`src/rtl/sample_scheduler.sv`:
```
// Sample scheduler: walks a latched triangle's bounding box on a
// sub-pixel lattice, one sample per unstalled cycle, row-major from lower-left.
module sample_scheduler #(
  parameter int SIGFIG = 24,
  parameter int RADIX  = 10,
  parameter int VERTS  = 3,
  parameter int AXIS   = 3,
  parameter int COLORS = 3
) (
  input  logic                     clk,
  input  logic                     rst,
  input  logic signed [SIGFIG-1:0] tri_R13S [VERTS-1:0][AXIS-1:0],
  input  logic        [SIGFIG-1:0] color_R13U [COLORS-1:0],
  input  logic signed [SIGFIG-1:0] box_R13S [1:0][1:0],
  input  logic                     validTri_R13H,
  input  logic        [3:0]        subSample_RnnnnU,
  input  logic                     stall_R14H,
  output logic                     halt_RnnnnH,
  output logic signed [SIGFIG-1:0] tri_R14S [VERTS-1:0][AXIS-1:0],
  output logic        [SIGFIG-1:0] color_R14U [COLORS-1:0],
  output logic signed [SIGFIG-1:0] sample_R14S [1:0],
  output logic                     validSamp_R14H
);

  localparam int W = SIGFIG + 1;

  typedef logic signed [W-1:0] wide_t;

  typedef enum logic {
    WAIT = 1'b0,
    TEST = 1'b1
  } state_t;

  state_t state_q, state_d;

  logic signed [SIGFIG-1:0] tri_q [VERTS-1:0][AXIS-1:0];
  logic signed [SIGFIG-1:0] tri_d [VERTS-1:0][AXIS-1:0];
  logic        [SIGFIG-1:0] color_q [COLORS-1:0];
  logic        [SIGFIG-1:0] color_d [COLORS-1:0];
  logic signed [SIGFIG-1:0] ll_q [1:0];
  logic signed [SIGFIG-1:0] ll_d [1:0];
  logic signed [SIGFIG-1:0] ur_q [1:0];
  logic signed [SIGFIG-1:0] ur_d [1:0];
  logic signed [SIGFIG-1:0] samp_q [1:0];
  logic signed [SIGFIG-1:0] samp_d [1:0];
  wide_t                    step_q, step_d;
  wide_t                    step_in;

  wide_t x_sum, y_sum;
  logic  x_fit, y_fit;
  logic  box_empty;

  function automatic wide_t ext(input logic signed [SIGFIG-1:0] v);
    return {v[SIGFIG-1], v};
  endfunction

  always_comb begin
    case (subSample_RnnnnU)
      4'b0100: step_in = wide_t'(2 ** (RADIX - 1));
      4'b0010: step_in = wide_t'(2 ** (RADIX - 2));
      4'b0001: step_in = wide_t'(2 ** (RADIX - 3));
      default: step_in = wide_t'(2 ** RADIX);
    endcase
  end

  // One extra bit keeps the lattice step compare exact at range extremes
  assign x_sum = ext(samp_q[0]) + step_q;
  assign y_sum = ext(samp_q[1]) + step_q;
  assign x_fit = x_sum <= ext(ur_q[0]);
  assign y_fit = y_sum <= ext(ur_q[1]);

  assign box_empty = (box_R13S[1][0] < box_R13S[0][0]) ||
                     (box_R13S[1][1] < box_R13S[0][1]);

  always_comb begin
    state_d = state_q;
    tri_d   = tri_q;
    color_d = color_q;
    ll_d    = ll_q;
    ur_d    = ur_q;
    step_d  = step_q;
    samp_d  = samp_q;
    unique case (state_q)
      WAIT: begin
        if (validTri_R13H && !box_empty) begin
          tri_d     = tri_R13S;
          color_d   = color_R13U;
          ll_d[0]   = box_R13S[0][0];
          ll_d[1]   = box_R13S[0][1];
          ur_d[0]   = box_R13S[1][0];
          ur_d[1]   = box_R13S[1][1];
          step_d    = step_in;
          samp_d[0] = box_R13S[0][0];
          samp_d[1] = box_R13S[0][1];
          state_d   = TEST;
        end
      end
      TEST: begin
        if (!stall_R14H) begin
          if (x_fit) begin
            samp_d[0] = x_sum[SIGFIG-1:0];
          end else if (y_fit) begin
            samp_d[0] = ll_q[0];
            samp_d[1] = y_sum[SIGFIG-1:0];
          end else begin
            state_d = WAIT;
          end
        end
      end
    endcase
  end

  always_ff @(posedge clk or negedge rst) begin
    if (!rst) begin
      state_q <= WAIT;
      tri_q   <= '{default: '0};
      color_q <= '{default: '0};
      ll_q    <= '{default: '0};
      ur_q    <= '{default: '0};
      samp_q  <= '{default: '0};
      step_q  <= '0;
    end else begin
      state_q <= state_d;
      tri_q   <= tri_d;
      color_q <= color_d;
      ll_q    <= ll_d;
      ur_q    <= ur_d;
      samp_q  <= samp_d;
      step_q  <= step_d;
    end
  end

  assign halt_RnnnnH    = (state_q == TEST);
  assign validSamp_R14H = (state_q == TEST);
  assign tri_R14S       = tri_q;
  assign color_R14U     = color_q;
  assign sample_R14S    = samp_q;

endmodule
```
`config.mk`:
```
export PLATFORM = sky130hd
export DESIGN_NAME = sample_scheduler
export DESIGN_NICKNAME = d
export VERILOG_FILES = /design/src/rtl/sample_scheduler.sv
export SDC_FILE = /design/constraint.sdc
export NUM_CORES = 1
export LEC_CHECK = 0
export BUFFER_PORTS_ARGS = -buffer_cell sky130_fd_sc_hd__buf_2
export CAP_MARGIN = 20
export CORE_AREA = 2 2 282 284
export DETAILED_ROUTE_END_ITERATION = 12
export DIE_AREA = 0 0 284 286
export GPL_ROUTABILITY_DRIVEN = 0
export GPL_TIMING_DRIVEN = 0
export SYNTH_ARGS = -nofsm -noshare
export SYNTH_HDL_FRONTEND = slang
export SYNTH_SLANG_ARGS = --single-unit
export TNS_END_PERCENT = 30
```
`constraint.sdc`:
```
create_clock -name clk -period 4.09 [get_ports clk]
set_clock_uncertainty 0.2 [all_clocks]
set_input_delay 0.2045 -clock clk [delete_from_list [all_inputs] [get_ports clk]]
set_output_delay 0.2045 -clock clk [all_outputs]
set_load 0.05 [all_outputs]
```
==> impl_metrics.tcl <==
set metrics [dict create \
    status "finished with violations" \
    violations "setup timing" \
    synth.net_count 2684 \
    hold_path_class "input pin to async pin" \
    grt_pass1_vias 21298 \
    synth-seq-cells 413 \
    yosys.area.top_type "dfrtp_1" \
    seqPwrFrac 0.256 \
    grt_max_degree 114 \
    switching_share 0.514 \
    fin_crit_sh 1.12 \
    worst_slew_pin_slew_ns 0.979 \
    slowest_stage "dfrtp_1" \
    synth_top_family_by_area "simple AND/OR/NAND/NOR gates" \
    grt_pass1_wl_um 130000 \
    start_kind "register" \
    crit_type "register to register" \
    drcViolationCount 0 \
    synth_simple_gate_area_frac 0.230 \
    dr.pass1.iters 6 \
    dieArea_um2 81200 \
    syn_inst 2186 \
    overflow 0 \
    post-dp-hpwl_um 64600 \
    async_flop_share 1.00 \
    cap_violations 0 \
    yosys_warnings 0 \
    drive_above_1_share 0.297 \
    crit_chain "ha_4, fa_2, a21oi_2, nor2_2, nor2_4, buf_6, nor4_2, xor2_1, ha_1, nand4_1, nor4_4, buf_4, a31oi_4, a21o_1, o31ai_4, buf_4, inv_2, a32oi_4, buf_6, mux2_4" \
    finalInstanceArea_um2 31500 \
    tritoncts "yes" \
    area_delta_synth_final_pct 61.6 \
    clock_latency_ns 0.59 \
    setup_viol 42 \
    wl_um 87600 \
    ys_types 68 \
    p_sw_uw 14600 \
    avgSynthCellArea_um2 8.92 \
    drtIter0Drc 1101 \
    portBuffers 729 \
    setup.worst_path.end_class "register" \
    die_height_um 286 \
    p_leak_uw 0.0166 \
    cp.arrival_ns 4.84 \
    track_usage 0.209 \
    io_pins 730 \
    std_cell_rows 103 \
    pre_cts_ws_ns -1.31 \
    antenna_found_initial 16 \
    core_um2 78400 \
    internal-power_uw 13800 \
    initial_core_util 0.249 \
    ys_dominant_reg_cell "dfrtp_1" \
    rsz0062_at_grt "true" \
    muxShareOfSynthArea 0.0361 \
    critPathBufInv 5 \
    synth_edf_count 0 \
    cp_max_fo 5 \
    crit_family "adder cells" \
    vdd_ir_drop_max_v 0.000720 \
    clock_sinks 413 \
    pwr_density_cell_nw_per_um2 904 \
    synth_adder_area_share 0.0688 \
    synth-xor-area-share 0.0135 \
    cpPeakStageDelay_ns 0.43 \
    clk_path_buf_depth 3 \
    viasPerCell 4.54 \
    p_clk_frac 0.168 \
    htree_levels 2 \
    detail-route-antenna-nets 0 \
    max_freq_mhz 218 \
    synth_top_area_frac 0.530 \
    placedInstanceArea_um2 24700 \
    yosys-top-cells-area "dfrtp_1 (53%), nand2_1 (19%), ha_1 (6.7%)" \
    cts-root-buf "clkbuf_16" \
    clk_pin_slew_ns 0.06 \
    num_vias 20567 \
    layout.nets 3927 \
    drv_slew 0 \
    dp_cells 3970 \
    timing.slew.headroom 0.347 \
    netlist_area_um2 19500 \
    required_ns 4.36 \
    final_cells 4530 \
    min_period_ns 4.58 \
    comb_power_share 0.576 \
    ys_seq_area_frac 0.530 \
    wire_per_inst_um 19.3 \
    total_power_uw 28500 \
    synth_compound_area_frac 0.0760 \
    timing.final.hold_violations 0 \
    die-width_um 284 \
    cts_buffers 49 \
    layout_setup_ws_ns -0.487 \
]
==> flip-flops by register name, indices dropped and copies added (netlist names) <==
signal,cells
halt_RnnnnH,1
sample_R14S,48
step_q,4
color_R14U,72
ur_q,48
tri_R14S,216
ll_q,24
==> per-layer routing <==
| metal | global-route usage | wire length (µm) | vias to the layer above | share of wire |
|---|---|---|---|---|
| met5 | 0 | 42 | - | 0.00048 |
| met4 | 0.118 | 5450 | 6 | 0.062 |
| met3 | 0.0469 | 5770 | 234 | 0.066 |
| met2 | 0.352 | 42100 | 835 | 0.48 |
| met1 | 0.246 | 34300 | 9908 | 0.39 |
| li1 | - | - | 9584 | - |
==> layout make-up <==
cell class / instances / area [µm²]
fillers: 7773 / 46900
flip-flops and latches: 413 / 10300
multi-input cells: 1554 / 8760
repair buffers: 1194 / 8350
clock buffers: 66 / 1360
well taps: 1050 / 1310
plain buffers: 101 / 518
inverters: 116 / 435
clock inverters: 24 / 387
diodes: 12 / 30.0
==> synth_stat cells (3+ instances only) <==
master / n
mux2_2: 27
a211oi_1: 9
buf_6: 4
mux2i_1: 31
nand2b_1: 10
nand3_1: 34
nor4_1: 5
buf_1: 3
a31oi_1: 4
dfrtp_1: 413
buf_2: 8
a221o_1: 6
o221ai_1: 11
xnor2_1: 19
xor2_1: 11
clkbuf_1: 85
nor2_1: 26
nand4_1: 20
a221oi_1: 3
o211ai_1: 10
and3_1: 7
nor3_1: 19
o21ai_0: 104
o2111ai_1: 3
nor2b_1: 6
ha_1: 104
mux2_4: 6
inv_1: 116
a2111oi_0: 4
nand2_1: 984
a21o_1: 9
a21oi_1: 39
==> cell usage in the layout (no fill, tap or decap), drive strengths merged, types with 5 or more instances in the layout <==
cell type	count
o221ai	11
clkbuf	155
nor4	6
nor2b	6
nand4	21
a211oi	10
and3	7
inv	118
nand2b	10
buf	811
a21oi	40
nor2	26
a221o	6
diode	12
nand3	34
o211ai	10
dlygate4sd3	395
a21o	9
ha	104
nand2	984
nor3	19
bufinv	8
xor2	11
dfrtp	413
a31oi	5
mux2	33
o21ai	107
clkinv	11
mux2i	31
xnor2	19
==> path summary, 6_finish.rpt <==
kind                               start         endpoint  slack (ns)  cells after the start
setup / recovery               step_q[7]  sample_R14S[20]       -0.49                     20
hold / removal                       rst         ur_q[46]        0.08                      2
setup reg to reg               step_q[7]  sample_R14S[20]       -0.49                     20
hold reg to reg            tri_R14S[172]    tri_R14S[172]        0.27                      2
max in group asynchronous            rst    tri_R14S[207]        2.43                      3
min in group clk           tri_R13S[115]    tri_R14S[115]        0.13                      4
==> timing repair <==
item,in CTS,in global routing
hold buffers,395,0
gates resized for setup,76,98
cloned,3,1
hold endpoints to repair,512,0
setup endpoints to repair,150,403
pin swaps,39,25
setup buffers,40,22
==> worst reg2reg max path, cell delays in order (launching register included) <==
cell     delay (ns)
dfrtp_1        0.43
ha_4           0.19
fa_2           0.40
a21oi_2        0.14
nor2_2         0.07
nor2_4         0.20
buf_6          0.14
nor4_2         0.04
xor2_1         0.18
ha_1           0.31
nand4_1        0.19
nor4_4         0.36
buf_4          0.18
a31oi_4        0.06
a21o_1         0.22
o31ai_4        0.09
buf_4          0.18
inv_2          0.04
a32oi_4        0.30
buf_6          0.21
mux2_4         0.31
==> metrics by stage <==
stage / utilization / hold WS, ns / TNS [ns]
final: 0.402 / 0.0840 / -18.14
after global routing: 0.402 / 0.108 / -25.31
after CTS: 0.397 / 0.0689 / -28.91
after detailed placement: 0.315 / 0.145 / -265.32
after global placement: 0.313 / 0.195 / -2914.44
after floorplan: - / -0.291 / -6.99
==> logic make-up (layout without fill, tap and decap cells) <==
| logic type | Yosys count | count (layout) |
|---|---|---|
| xor gates and xnor gates | 30 | 30 |
| other | 0 | 12 |
| AOI/OAI and AO/OA | 227 | 227 |
| muxes | 64 | 64 |
| and+or+nand+nor | 1127 | 1127 |
| adders and majority gates | 106 | 106 |
| buffers and inverters | 219 | 1501 |
| DFF | 413 | 413 |
==> power by group through the flow <==
stage / clock network [µW] / logic, µW / registers, µW
detailed placement: 0 / 14600 / 7250
finish: 4780 / 16400 / 7280
global route: 5060 / 17400 / 7510
floorplan: 0 / 4810 / 12600
CTS: 4900 / 16000 / 7230
global placement: 0 / 14400 / 7250
Note: power is estimated with default switching activity, not from simulation.
